`config.mk`:
```
export PLATFORM = sky130hd
export DESIGN_NAME = snes_controller_emulator_flat
export DESIGN_NICKNAME = d
export VERILOG_FILES = /design/src/rtl/snes_controller_emulator_if.sv /design/src/rtl/snes_controller_emulator.sv /design/src/flat_wrapper.sv
export SDC_FILE = /design/constraint.sdc
export NUM_CORES = 1
export LEC_CHECK = 0
export CORE_UTILIZATION = 50
export CTS_BUF_LIST = sky130_fd_sc_hd__clkbuf_4 sky130_fd_sc_hd__clkbuf_8 sky130_fd_sc_hd__clkbuf_16
export DETAILED_ROUTE_END_ITERATION = 12
export GPL_TIMING_DRIVEN = 0
export PLACE_DENSITY_LB_ADDON = 0.1
export RECOVER_POWER = 100
export SYNTH_ARGS = -nofsm -noshare
export SYNTH_HDL_FRONTEND = slang
export SYNTH_SLANG_ARGS = --single-unit
```
`constraint.sdc`:
```
create_clock -name sys_clk -period 3.1 [get_ports sys_clk]
set_clock_uncertainty 0.1 [all_clocks]
set_input_delay 0.465 -clock sys_clk [delete_from_list [all_inputs] [get_ports sys_clk]]
set_output_delay 0.465 -clock sys_clk [all_outputs]
set_load 0.005 [all_outputs]
```
`src/rtl/snes_controller_emulator_if.sv`:
```
// SNES pad serial link: host drives latch/pulse, the pad answers on data.
interface snes_controller_emulator_if;
    logic snes_latch;
    logic snes_pulse;
    logic snes_data;

    modport master (output snes_latch, output snes_pulse, input snes_data);
    modport slave  (input snes_latch, input snes_pulse, output snes_data);
endinterface

```
`src/rtl/snes_controller_emulator.sv`:
```
// Impersonates one SNES pad: captures a 12-bit button word on latch and
// shifts it out active-low, one bit per host pulse rise.
module snes_controller_emulator #(
    parameter int SYNC_STAGES    = 2,
    parameter int FRAME_BITS     = 16,
    parameter int TIMEOUT_CYCLES = 25000
) (
    input  logic                             sys_clk,
    input  logic                             sys_reset_n,
    input  logic                             enable,
    input  logic [11:0]                      buttons,
    snes_controller_emulator_if.slave        snes,
    output logic                             frame_done,
    output logic [7:0]                       poll_count
);
    localparam int BTN_BITS = 12;
    localparam int K_W      = $clog2(FRAME_BITS);
    localparam int T_W      = $clog2(TIMEOUT_CYCLES);

    typedef enum logic [1:0] {ST_IDLE, ST_LATCH, ST_SHIFT} state_t;

    state_t                  r_state, w_state_nxt;
    logic [SYNC_STAGES-1:0]  r_latch_sync, r_pulse_sync;
    logic                    r_latch_prev, r_pulse_prev;
    logic [BTN_BITS-1:0]     r_shreg, w_shreg_nxt;
    logic [K_W-1:0]          r_k, w_k_nxt;
    logic [T_W-1:0]          r_tmo, w_tmo_nxt;
    logic                    r_data, w_data_nxt;
    logic                    r_done, w_done_nxt;
    logic [7:0]              r_poll, w_poll_nxt;

    logic w_latch, w_latch_rise, w_pulse_rise, w_event, w_tmo_hit, w_abort;

    assign w_latch      = r_latch_sync[SYNC_STAGES-1];
    assign w_latch_rise = w_latch & ~r_latch_prev;
    assign w_pulse_rise = r_pulse_sync[SYNC_STAGES-1] & ~r_pulse_prev;
    assign w_event      = w_latch_rise | w_pulse_rise;
    assign w_tmo_hit    = (r_tmo == T_W'(TIMEOUT_CYCLES - 1));
    // Disable, or a stalled frame, drops straight back to IDLE without frame_done.
    assign w_abort      = !enable || (r_state != ST_IDLE && w_tmo_hit && !w_event);

    always_ff @(posedge sys_clk or negedge sys_reset_n) begin
        if (!sys_reset_n) begin
            r_latch_sync <= '0;
            r_pulse_sync <= '0;
            r_latch_prev <= 1'b0;
            r_pulse_prev <= 1'b0;
        end else begin
            r_latch_sync <= {r_latch_sync[SYNC_STAGES-2:0], snes.snes_latch};
            r_pulse_sync <= {r_pulse_sync[SYNC_STAGES-2:0], snes.snes_pulse};
            r_latch_prev <= w_latch;
            r_pulse_prev <= r_pulse_sync[SYNC_STAGES-1];
        end
    end

    // NOTE: flops use <= so every register samples the same pre-edge values.
    always_ff @(posedge sys_clk or negedge sys_reset_n) begin
        if (!sys_reset_n) begin
            r_state <= ST_IDLE;
            r_shreg <= '0;
            r_k     <= '0;
            r_tmo   <= '0;
            r_data  <= 1'b1;
            r_done  <= 1'b0;
            r_poll  <= '0;
        end else begin
            r_state <= w_state_nxt;
            r_shreg <= w_shreg_nxt;
            r_k     <= w_k_nxt;
            r_tmo   <= w_tmo_nxt;
            r_data  <= w_data_nxt;
            r_done  <= w_done_nxt;
            r_poll  <= w_poll_nxt;
        end
    end

    always_comb begin
        // NOTE: every next value gets a default first so no path infers a latch.
        w_state_nxt = r_state;
        w_shreg_nxt = r_shreg;
        w_k_nxt     = r_k;
        w_tmo_nxt   = r_tmo;
        w_data_nxt  = r_data;
        w_done_nxt  = 1'b0;
        w_poll_nxt  = r_poll;

        if (w_abort) begin
            w_state_nxt = ST_IDLE;
            w_data_nxt  = 1'b1;
            w_tmo_nxt   = '0;
        end else begin
            case (r_state)
                ST_IDLE: begin
                    w_data_nxt = 1'b1;
                    w_tmo_nxt  = '0;
                    if (w_latch_rise) begin
                        w_state_nxt = ST_LATCH;
                        w_shreg_nxt = buttons;
                        w_k_nxt     = '0;
                        w_data_nxt  = ~buttons[BTN_BITS-1];
                    end
                end
                ST_LATCH: begin
                    w_tmo_nxt = w_event ? '0 : r_tmo + 1'b1;
                    if (w_latch) begin
                        w_shreg_nxt = buttons;
                        w_k_nxt     = '0;
                        w_data_nxt  = ~buttons[BTN_BITS-1];
                    end else begin
                        w_state_nxt = ST_SHIFT;
                    end
                end
                ST_SHIFT: begin
                    w_tmo_nxt = w_event ? '0 : r_tmo + 1'b1;
                    if (w_latch_rise) begin
                        w_state_nxt = ST_LATCH;
                        w_shreg_nxt = buttons;
                        w_k_nxt     = '0;
                        w_data_nxt  = ~buttons[BTN_BITS-1];
                    end else if (w_pulse_rise) begin
                        if (r_k == K_W'(FRAME_BITS - 1)) begin
                            w_state_nxt = ST_IDLE;
                            w_done_nxt  = 1'b1;
                            w_poll_nxt  = r_poll + 8'd1;
                            w_data_nxt  = 1'b1;
                            w_k_nxt     = '0;
                        end else begin
                            w_shreg_nxt = {r_shreg[BTN_BITS-2:0], 1'b0};
                            w_k_nxt     = r_k + 1'b1;
                            // Bits past the button word are always sent released.
                            w_data_nxt  = (r_k < K_W'(BTN_BITS - 1)) ? ~r_shreg[BTN_BITS-2] : 1'b1;
                        end
                    end
                end
                default: w_state_nxt = ST_IDLE;
            endcase
        end
    end

    assign snes.snes_data = r_data;
    assign frame_done     = r_done;
    assign poll_count     = r_poll;
endmodule

```
`src/flat_wrapper.sv`:
```
// flat-port wrapper written by rule: the top's interface ports become plain ports
module snes_controller_emulator_flat 
#(
    parameter int SYNC_STAGES    = 2,
    parameter int FRAME_BITS     = 16,
    parameter int TIMEOUT_CYCLES = 25000
)
  (sys_clk, sys_reset_n, enable, buttons, frame_done, poll_count, snes_snes_latch, snes_snes_pulse, snes_snes_data);
  snes_controller_emulator_if snes_i ();
  input  logic sys_clk;
  input  logic sys_reset_n;
  input  logic enable;
  input  logic [11:0] buttons;
  output logic frame_done;
  output logic [7:0] poll_count;
  input wire logic [$bits(snes_i.snes_latch)-1:0] snes_snes_latch;
  input wire logic [$bits(snes_i.snes_pulse)-1:0] snes_snes_pulse;
  output wire logic [$bits(snes_i.snes_data)-1:0] snes_snes_data;
  assign snes_i.snes_latch = snes_snes_latch;
  assign snes_i.snes_pulse = snes_snes_pulse;
  assign snes_snes_data = snes_i.snes_data;
  snes_controller_emulator #(.SYNC_STAGES(SYNC_STAGES), .FRAME_BITS(FRAME_BITS), .TIMEOUT_CYCLES(TIMEOUT_CYCLES)) u_core (.sys_clk(sys_clk), .sys_reset_n(sys_reset_n), .enable(enable), .buttons(buttons), .snes(snes_i), .frame_done(frame_done), .poll_count(poll_count));
endmodule
```
## Word-level counts from Yosys, hierarchy flattened

Index checks and enable logic that the tools add are counted.

- $add $sub $neg: 3
- Order comparisons: 1
- Equal/unequal tests: 13
- Mux-type cells: 35
- Bitwise operators: 9
- Reductions and logical operators: 16

Operators by type and width:

| operator | count |
|---|---|
| 11-bit two-way mux | 5 |
| 11-bit one-hot mux with 3 select lines | 1 |
| 15-bit two-way mux | 2 |
| 15-bit one-hot mux with 2 select lines | 1 |
| 4-bit two-way mux | 5 |
| 15-bit by 1-bit adder with 15-bit output, second input constant | 1 |
| 15-bit equality test, second input constant | 1 |
| 1-bit two-way mux | 12 |
| 2-bit two-way mux | 6 |
| 4-bit one-hot mux with 3 select lines | 1 |
| 5-bit AND reduction | 2 |
| 3-bit by 1-bit != test with 1-bit output, second input constant | 3 |
| 8-bit by 1-bit adder with 8-bit output, second input constant | 1 |
| 4-bit by 1-bit != test with 1-bit output, second input constant | 2 |
| 1-bit NOT | 6 |
| 2-bit one-hot mux with 3 select lines | 1 |
| 6-bit AND reduction | 1 |
| 3-bit nonzero test | 2 |
| 4-bit by 1-bit adder with 4-bit output, second input constant | 1 |
| 4-bit equality test, second input constant | 1 |
| 4-bit less-than comparator, second input constant | 1 |
| 2-bit by 1-bit != test with 1-bit output, second input constant | 2 |
| 4-bit AND reduction | 1 |
| 4-bit nonzero test | 1 |
| other kinds (14) | 17 |

- Register bits: 48
- Bits of input ports: 17
- Output and inout bits: 10
- Word-level logic and storage cells: 88

## Longest topological paths before layout

Gate-level depths: netlist of the first run.

- Depth after elaboration: 8
- Depth in mapped cells: 9
- Gate-level depth less buffers: 7

## Worst setup path before layout of the first run

OpenSTA, ideal clock, no wires.

- Path type: flip-flop to flip-flop
- From: reg u_core.r_state[0]
- To: reg u_core.r_tmo[3]
- Setup time: 68 ps
- Arrival: 2185 ps
- Data required time: 2932 ps
- Path slack: 746 ps
- Cell stages (with the launch flop): 9
- Buffers on the path: 2
- Clock period less this slack: 2354 ps
- Cell sequence: dfrtp_1 > ha_1 > nand2b_2 > or4b_1 > buf_2 > or2_1 > clkbuf_1 > or3_1 > nand3_1

- Word-level cells in the longest chain between the ends: 5
- Elaborated cells between the ends (all ways): 11
- Those cells by class: 2 x eq/ne; 2 x mux; 7 x reduce/logical

RTL lines:

| item | line | text |
|---|---|---|
| start: declaration | snes_controller_emulator.sv:22 | `state_t r_state, w_state_nxt;` |
| start signal: assignment | snes_controller_emulator.sv:67 | `r_state <= w_state_nxt;` |
| parallel branches: the longest is 5 deep, another holds 15-bit one-hot mux with 2 select lines | -- |  |
| end signal: assignment | snes_controller_emulator.sv:70 | `r_tmo <= w_tmo_nxt;` |
| end: declaration | snes_controller_emulator.sv:27 | `logic [T_W-1:0] r_tmo, w_tmo_nxt;` |

Several ways; the timed one is not identified.
A chain may end at the register's enable or synchronous reset.

## Worst setup path in the final report of the first run

- From: in enable
- To: reg u_core.r_tmo[3]

- Word-level cells in the longest chain between the ends: 3
- Elaborated cells between the ends (all ways): 4
- Those cells by class: 1 x mux; 3 x reduce/logical

RTL lines:

| item | line | text |
|---|---|---|
| start: declaration | flat_wrapper.sv:12 | `input logic enable;` |
| 1-bit zero test * | snes_controller_emulator.sv:40 | `assign w_abort = !enable \|\| (r_state != ST_IDLE && w_tmo_hit && !w_event);` |
| 1-bit logical OR * | snes_controller_emulator.sv:40 |  |
| 3-bit nonzero test (no line) / 15-bit two-way mux (equally long branches) | -- |  |

Every way passes the cells marked *; elsewhere a longest branch is shown, timed or not.

==> results of run 1 <==
## state kept, by name, summed over array words and instances (netlist names), 2 cells and up
register             cells
u_core.poll_count        8
u_core.r_k               4
u_core.r_latch_sync      2
u_core.r_pulse_sync      2
u_core.r_shreg          11
u_core.r_state           2
u_core.r_tmo            15
## cells in the mapped netlist, types with 4 or more instances
master,instances
and3_1,5
buf_2,4
dfrtp_1,47
clkbuf_1,5
mux2_4,9
o21ai_1,6
nand3_1,14
mux2_2,11
o41ai_1,5
xnor2_1,5
nor3_1,11
nand2_1,26
o21ai_0,17
nor2_1,10
nand4_1,6
a21oi_1,5
or3_1,4
inv_1,10
ha_1,7
## final cells by class
cell class / instances / area (um2)
tap: 67 / 83.83
fill: 413 / 1854
buffer: 12 / 53.80
clock buffer: 5 / 68.82
multi-input combinational: 176 / 1170
inverter: 10 / 37.54
sequential: 48 / 1202
clock inverter: 3 / 46.29
timing repair buffer: 28 / 269.0
## kinds of logic after synthesis
family                     count (synthesis)  share of synthesized area (%)
adders and majority gates                  7                          3.472
buffers and inverters                     22                          4.068
DFF                                       48                          47.67
xor gates and xnor gates                   7                          2.431
AOI/OAI and AO/OA                         47                          11.41
muxes                                     21                          10.66
and+or+nand+nor                           94                          20.29
## repair_timing
| action | in CTS | in global routing |
|---|---|---|
| endpoints found under the hold margin | 14 | 0 |
| hold buffers | 1 | 0 |
| gates resized for setup | 0 | 0 |
## placed cells by master, fill, tap and decap left out, drive strengths merged, types with 2 or more instances in the layout
cell type,Yosys,routed
dfrtp,47,47
or4b,2,2
buf,7,3
xnor2,5,5
o41ai,5,5
nand3,14,14
o22ai,3,3
dlygate4sd3,0,13
nand2b,4,4
o21ai,23,23
inv,10,11
a21oi,5,5
a31oi,3,3
mux2,20,20
ha,7,7
nand3b,2,2
clkbuf,5,16
clkdlybuf4s50,0,13
nor4,4,4
or4,2,2
and3,5,5
or3,4,4
nand2,26,26
xor2,2,2
nor3,11,11
nor2,10,10
nand4,6,6
## metal layers
metal | vias up | global-route usage (%) | routed length (um) | part of all wire [%]
met5 | - | 0 | 0 | 0
met4 | 0 | 8.279 | 76 | 1.5
met3 | 7 | 3.729 | 175 | 3.4
met2 | 33 | 34.16 | 2369 | 47
met1 | 933 | 30.98 | 2466 | 48
li1 | 968 | - | - | -
## stage by stage
| stage | worst slack (ns) | cells | hold slack [ns] | utilization, % |
|---|---|---|---|---|
| detailed placement | 0.1222 | 340 | 0.2458 | 60.21 |
| floorplan | 0.7465 | 246 | 0.06941 | - |
| CTS | 0.4131 | 349 | 0.2679 | 62.82 |
| global route | 0.1095 | 349 | 0.2704 | 61.25 |
| global placement | 0.05776 | 339 | 0.2342 | 59.90 |
| finish | 0.2507 | 349 | 0.2638 | 61.25 |
## report_power, final
| group | switching [W] | internal [W] | leakage [nW] |
|---|---|---|---|
| Clock | 0.000213 | 0.000243 | 0.0548 |
| Sequential | 0.0000259 | 0.000676 | 0.628 |
| Combinational | 0.0000700 | 0.0000743 | 0.593 |
## worst min path at each step
stage / end / slack, ns / from / cells past startpoint
after floorplan: u_core.frame_done$_DFF_PN0_ / 0.07 / sys_reset_n / 0
after global placement: u_core.r_pulse_sync[1]$_DFF_PN0_ / 0.23 / u_core.r_pulse_sync[0]$_DFF_PN0_ / 0
after detailed placement: u_core.r_latch_sync[1]$_DFF_PN0_ / 0.25 / u_core.r_latch_sync[0]$_DFF_PN0_ / 0
after CTS: u_core.r_latch_sync[1]$_DFF_PN0_ / 0.27 / u_core.r_latch_sync[0]$_DFF_PN0_ / 0
after global routing: u_core.r_pulse_sync[1]$_DFF_PN0_ / 0.27 / u_core.r_pulse_sync[0]$_DFF_PN0_ / 0
final: u_core.r_latch_sync[1]$_DFF_PN0_ / 0.26 / u_core.r_latch_sync[0]$_DFF_PN0_ / 0
==> results.tsv, run 1 <==
metric	value	unit
status	complete, no violations	
clock_sinks	48	
fin_setup_tns	0	ns
synth_edf_count	0	
fmax	351.0	MHz
crit_buf_inv	3	
cts_max_path_buffers	2	
total_power	0.001303	W
core	4786	um2
grt_setup_unrepaired	no	
cap_violations	0	
synth-warning-count	0	
die_area	5333	um2
antenna_found_initial	0	
worstMarginPinSlew	0.8305	ns
fin_nets	305	
crit_path_top_delay_cell	dlygate4sd3_1	
die_w	73.03	um
drtPass1Iterations	4	
htreeDepth	2	
vias	1941	
period_share	91.91	%
cts_setup_buffers	0	
ys_ff_latch	48	
regToRegSetupSlack	0.27	ns
synth_top_area_share	46.63	%
grt_usage	22.04	%
cts_made_buffers	5	
clkTransAtPathRegs	0.09	ns
hold_viol	0	
dpl.hpwl	3670	um
drive_gt1_share	9.574	%
seq_area_frac_synth	47.67	%
root_buffer	clkbuf_8	
drc	0	
cp_max_fo	9	
r2r_end	u_core.r_shreg[4]$_DFFE_PN0P_	
critPathRequiredTime	3.24	ns
via_per_inst	5.562	
path_depth	8	
wirelength	5088	um
synth.avg_cell_area	10.25	um2
antenna-diode-count	0	
peakVddDrop	0.3445	mV
endpoint	u_core.r_tmo[3]$_DFFE_PN0P_	
path_class	in2reg	
grt_pass1_wl	8949	um
relSlewSlack	44.63	%
hold_class	reg2reg	
rr_worst_depth	7	
slowest_delay	0.67	ns
cp-start-kind	input port	
initial_utilization	52.71	%
power.leakage	1.275	nW
power_density	444.5	nW/um2
synthTopCellsByArea	dfrtp_1, mux2_4, mux2_2	
synth-main-ff-cell	dfrtp_1	
drt-initial-drc-count	48	
cpLargestDelayFamily	simple AND/OR/NAND/NOR gates	
first_global_vias	1847	
syn_inst	246	
synth_area	2522	um2
synth_top_cell_by_area	dfrtp_1	
gr-total-overflow	0	
wire_per_inst	14.58	um
fp.dieH	73.03	um
r2r_start	u_core.r_tmo[12]$_DFFE_PN0P_	
finalMaxSlewViolations	0	
cp_cell_sequence	dlygate4sd3_1 > nand2b_1 > or4b_1 > clkbuf_2 > or2_1 > clkbuf_1 > or3_1 > nand3_1	
ys_types	47	
cp-end-kind	register	
fin_crit	2.849	ns
row_count	25	
cts_tree	done	
postLayoutCellArea	2932	um2
placed_area	2882	um2
insertion_delay	0.30	ns
finalSetupViolations	0	
grt_max_degree	34	
gp_congestion	0.8681	
crit_path_start	enable	
io_pins	27	
numPortBuffers	26	
synth-async-reset-ratio	100.0	%
area_delta_synth_final	16.22	%
arrival	2.99	ns
synth_fp_nets	270	
ant_nets	0	
No activity file was read; power rests on OpenSTA's default activity.
==> run 2: changes to the inputs <==
--- a/config.mk
+++ b/config.mk
@@ -8,9 +8,11 @@
 export CORE_UTILIZATION = 50
 export CTS_BUF_LIST = sky130_fd_sc_hd__clkbuf_4 sky130_fd_sc_hd__clkbuf_8 sky130_fd_sc_hd__clkbuf_16
 export DETAILED_ROUTE_END_ITERATION = 12
+export DONT_BUFFER_PORTS = 1
 export GPL_TIMING_DRIVEN = 0
 export PLACE_DENSITY_LB_ADDON = 0.1
 export RECOVER_POWER = 100
+export SKIP_CTS_REPAIR_TIMING = 1
 export SYNTH_ARGS = -nofsm -noshare
 export SYNTH_HDL_FRONTEND = slang
 export SYNTH_SLANG_ARGS = --single-unit
==> results.tsv, run 2 (synthesis results as in run 1) <==
metric	value	unit	change
status	complete, no violations		
first_global_vias	1802		-2.4%
antenna_found_initial	0		unchanged
critPathRequiredTime	3.19	ns	-0.05 ns
crit_path_top_delay_cell	nor4_1		
slowest_delay	0.53	ns	-0.14 ns
post-route-util	55.69	%	-5.6 points
fin_crit	2.825	ns	-0.02444 ns
largest_register	u_core.r_tmo		
cap_violations	0		unchanged
grt_util_met1	27.29	%	-3.7 points
cp-start-kind	register		
via_per_inst	5.752		+3.4%
fin_nets	279		-8.5%
area_delta_synth_final	5.655	%	
gp_congestion	0.8146		-6.2%
numPortBuffers	0		-100%
seqPwrFrac	57.8	%	+3.9 points
regToRegSetupSlack	0.28	ns	about the same
postLayoutCellArea	2665	um2	-9.1%
p_sw	0.0003006	W	-2.8%
clkPwrFrac	32.2	%	-2.8 points
antenna-diode-count	0		unchanged
drt-initial-drc-count	83		+73%
cts_max_path_buffers	2		unchanged
dpl.hpwl	3373	um	-8.1%
fin_setup_tns	0	ns	unchanged
grt_max_degree	49		+44%
busiest_layer	met2		
die_area	5333	um2	unchanged
grt_pass1_wl	8300	um	-7.3%
p_comb_share	10.0	%	-1.1 points
cts_tree	done		
crit_path_frequent_cell	nor4_1		
die_w	73.03	um	unchanged
met3_usage	4.972	%	+1.2 points
insertion_delay	0.30	ns	about the same
peakVddDrop	0.2574	mV	-25%
wirelength	4848	um	-4.7%
io_pins	27		unchanged
vias	1858		-4.3%
row_count	25		unchanged
worstMarginPinSlew	1.155	ns	+0.3245 ns
dp.cells	313		-7.9%
hold_class	in2reg		
p_int	0.0009147	W	-7.9%
gr-total-overflow	0		unchanged
finalMaxSlewViolations	0		unchanged
drtPass1Iterations	4		unchanged
power_density	456.0	nW/um2	+2.6%
cp-end-kind	register		
cp_max_fo	10		+1
fmax	354.0	MHz	+0.87%
initial_utilization	52.71	%	unchanged
ant_nets	0		unchanged
cp_cell_sequence	or4b_4 > nor4_1 > and3_1 > clkbuf_1 > nor4_1 > buf_6 > mux2_1		
relSlewSlack	23.00	%	-22 points
root_buffer	clkbuf_8		
crit_buf_inv	2		-1
clock_sinks	48		unchanged
core	4786	um2	unchanged
htreeDepth	2		unchanged
fillers	462		+12%
grt_setup_unrepaired	no		
wire_per_inst	15.01	um	+3.0%
swShare	24.73	%	+0.99 points
largest_reg_flops	15		unchanged
placed_area	2606	um2	-9.6%
finalSetupViolations	0		unchanged
period_share	91.12	%	-0.79 points
final_common_cell	dfrtp_1		
whs	0.08334	ns	-0.1804 ns
grt_usage	20.24	%	-1.8 points
fin_cells	323		-7.4%
path_class	reg2reg		
arrival	2.91	ns	-0.08 ns
clkTransAtPathRegs	0.09	ns	about the same
final_cell_mix	dfrtp_1, nand2_1, o21ai_0		
fp.dieH	73.03	um	unchanged
cpLargestDelayFamily	simple AND/OR/NAND/NOR gates		
drive_gt1_share	10.55	%	+0.97 points
cts_made_buffers	5		unchanged
met2_usage	32.00	%	-2.2 points
drc	0		unchanged
hold_viol	0		unchanged
power.leakage	1.136	nW	-11%
run 2: cell type report:
cell class	count	area [um2]	share of cell area [%]
Buffer	12	58.81	2.207
Clock buffer	6	82.58	3.099
Clock inverter	2	15.01	0.5634
Inverter	10	37.54	1.408
Multi-Input combinational cell	176	1170	43.90
Sequential cell	48	1202	45.12
Tap cell	67	83.83	3.146
Timing Repair Buffer	2	15.01	0.5634
run 2: worst paths after layout:
path                                                  start                               end  depth (start not counted)
setup / recovery                u_core.r_tmo[9]$_DFFE_PN0P_     u_core.r_shreg[9]$_DFFE_PN0P_                          7
hold / removal                              snes_snes_latch  u_core.r_latch_sync[0]$_DFF_PN0_                          0
setup reg to reg                u_core.r_tmo[9]$_DFFE_PN0P_     u_core.r_shreg[9]$_DFFE_PN0P_                          7
hold reg to reg            u_core.r_latch_sync[0]$_DFF_PN0_  u_core.r_latch_sync[1]$_DFF_PN0_                          0
max in group asynchronous                       sys_reset_n       u_core.r_tmo[3]$_DFFE_PN0P_                          2
min in group asynchronous                       sys_reset_n         u_core.r_k[2]$_DFFE_PN0P_                          2
run 2: metal layers:
metal  wire [um]  part of all wire, %  vias to the layer above
met3         176                  3.6                        5
met4          45                 0.93                        0
met2        2278                   47                       31
met5           0                    0                        -
met1        2347                   48                      907
li1            -                    -                      915
run 2: power by group through the flow:
stage	Sequential (W)	Clock [W]	Combinational [W]
5_1_grt	0.000709	0.000433	0.000138
6_report	0.000702	0.000391	0.000122
3_3_place_gp	0.000717	0	0.000135
2_1_floorplan	0.000709	0	0.000119
3_5_place_dp	0.000719	0	0.000137
4_1_cts	0.000707	0.000407	0.000137
run 2: metrics by stage:
stage               setup slack [ns]  power [W]
floorplan                     0.7465  0.0008280
global placement              0.4732  0.0008511
detailed placement            0.4703  0.0008555
CTS                           0.4308   0.001251
global route                 0.09631   0.001280
finish                        0.2752   0.001215
==> variant: new RTL, config.mk and constraints of run 1 <==
`TIMEOUT_CYCLES` is set to 25000 in 2 places; all go to 12500.
--- a/src/rtl/snes_controller_emulator.sv
+++ b/src/rtl/snes_controller_emulator.sv
@@ -4,5 +4,5 @@
     parameter int SYNC_STAGES    = 2,
     parameter int FRAME_BITS     = 16,
-    parameter int TIMEOUT_CYCLES = 25000
+    parameter int TIMEOUT_CYCLES = 12500
 ) (
     input  logic                             sys_clk,
--- a/src/flat_wrapper.sv
+++ b/src/flat_wrapper.sv
@@ -4,5 +4,5 @@
     parameter int SYNC_STAGES    = 2,
     parameter int FRAME_BITS     = 16,
-    parameter int TIMEOUT_CYCLES = 25000
+    parameter int TIMEOUT_CYCLES = 12500
 )
   (sys_clk, sys_reset_n, enable, buttons, frame_done, poll_count, snes_snes_latch, snes_snes_pulse, snes_snes_data);
Check against the original RTL: no difference found for any inputs over 10 cycles, from zero or initial values and one cycle with sys_reset_n low; that may be too few to reach the edited logic, so the function may still have changed.
==> variant against run 1 <==
  * The run now ends with max-capacitance violations, max-slew violations left
  * Synthesized area decreased by 2.1%
  * Routed wire length decreased by 2.4%
  * Global-route usage decreased by 1.2 points
  * Clock power decreased by 21%
  * Total power decreased by 9.1%
  * Worst setup slack got worse by 0.091 ns
  * Sequential cell count decreased by 1
  * Final area decreased by 1.5%
  * Die area decreased by 2.0%
==> variant: results (changes against run 1) <==
[yosys]
synthesis.area_um2 = 2470  ; -2.1%
synthDistinctLibCells = 49  ; +4.3%
synth_nets = 259  ; -4.1%
synthTopCellsByCount = dfrtp_1, mux2_2, nand2_1
ys_seq_elements = 47  ; -2.1%
synthCells = 235  ; -4.5%

[place]
hpwlAfterDp_mm = 3.56  ; -3.0%

[sta]
worst_slack_ns = 0.160  ; -0.0908 ns
hold-worst-slack_ns = 0.207  ; -0.0566 ns
slew_viol_final = 31  ; +31

[cells_and_area]
fillCellCount = 404  ; -2.2%
multi_input_area_share = 0.420  ; +0.0206
drive_gt1_frac = 0.145  ; +0.0492
largest_reg_flops = 14  ; -1
nonClockBufferCount = 36  ; -10%

[flow_run]
drv_cap = 1  ; +1

[run_status]
failed_checks = max-capacitance violations, max-slew violations
status = finished, violations left

[setup_path]
r2r_cells = 8  ; +1
slowest_stage = or4bb_1
critical_path.startpoint = u_core.r_state[0]

[worst_hold_path]
hp-class = in2async

[grt]
grt_max_degree = 31  ; -8.8%
grt_pass1_wl_mm = 8.48  ; -5.2%

[routing]
routed_via_density = 5.80  ; +4.2%
wl_per_cell_um = 14.8  ; +1.3%

## variant: changes by cell type after synthesis, sizes merged, moves of 3 or more
cell	change
a21oi	+9
and2	+3
buf	-4
mux2	+4
mux2i	+3
nand2	-7
nand3	-4
nand4	+6
nor3	-4
nor4	-3
o211ai	+3
o21ai	-12
o22ai	-3
o41ai	-5
## variant: power by group through the flow
| stage | Sequential (mW) | Combinational, mW | Clock [mW] |
|---|---|---|---|
| final | 0.683 | 0.141 | 0.360 |
| after global routing | 0.691 | 0.157 | 0.395 |
| after CTS | 0.685 | 0.148 | 0.373 |
| after detailed placement | 0.697 | 0.147 | 0 |
| after global placement | 0.694 | 0.142 | 0 |
| after floorplan | 0.688 | 0.0918 | 0 |
## variant: per-layer routing
metal | share of wire | global-route usage | wire [um] | up-vias
met3 | 0.034 | 0.0472 | 168 | 7
met5 | 0 | 0 | 0 | -
met1 | 0.45 | 0.256 | 2230 | 976
met4 | 0.013 | 0.0697 | 65 | 0
met2 | 0.50 | 0.361 | 2500 | 33
li1 | - | - | - | 932
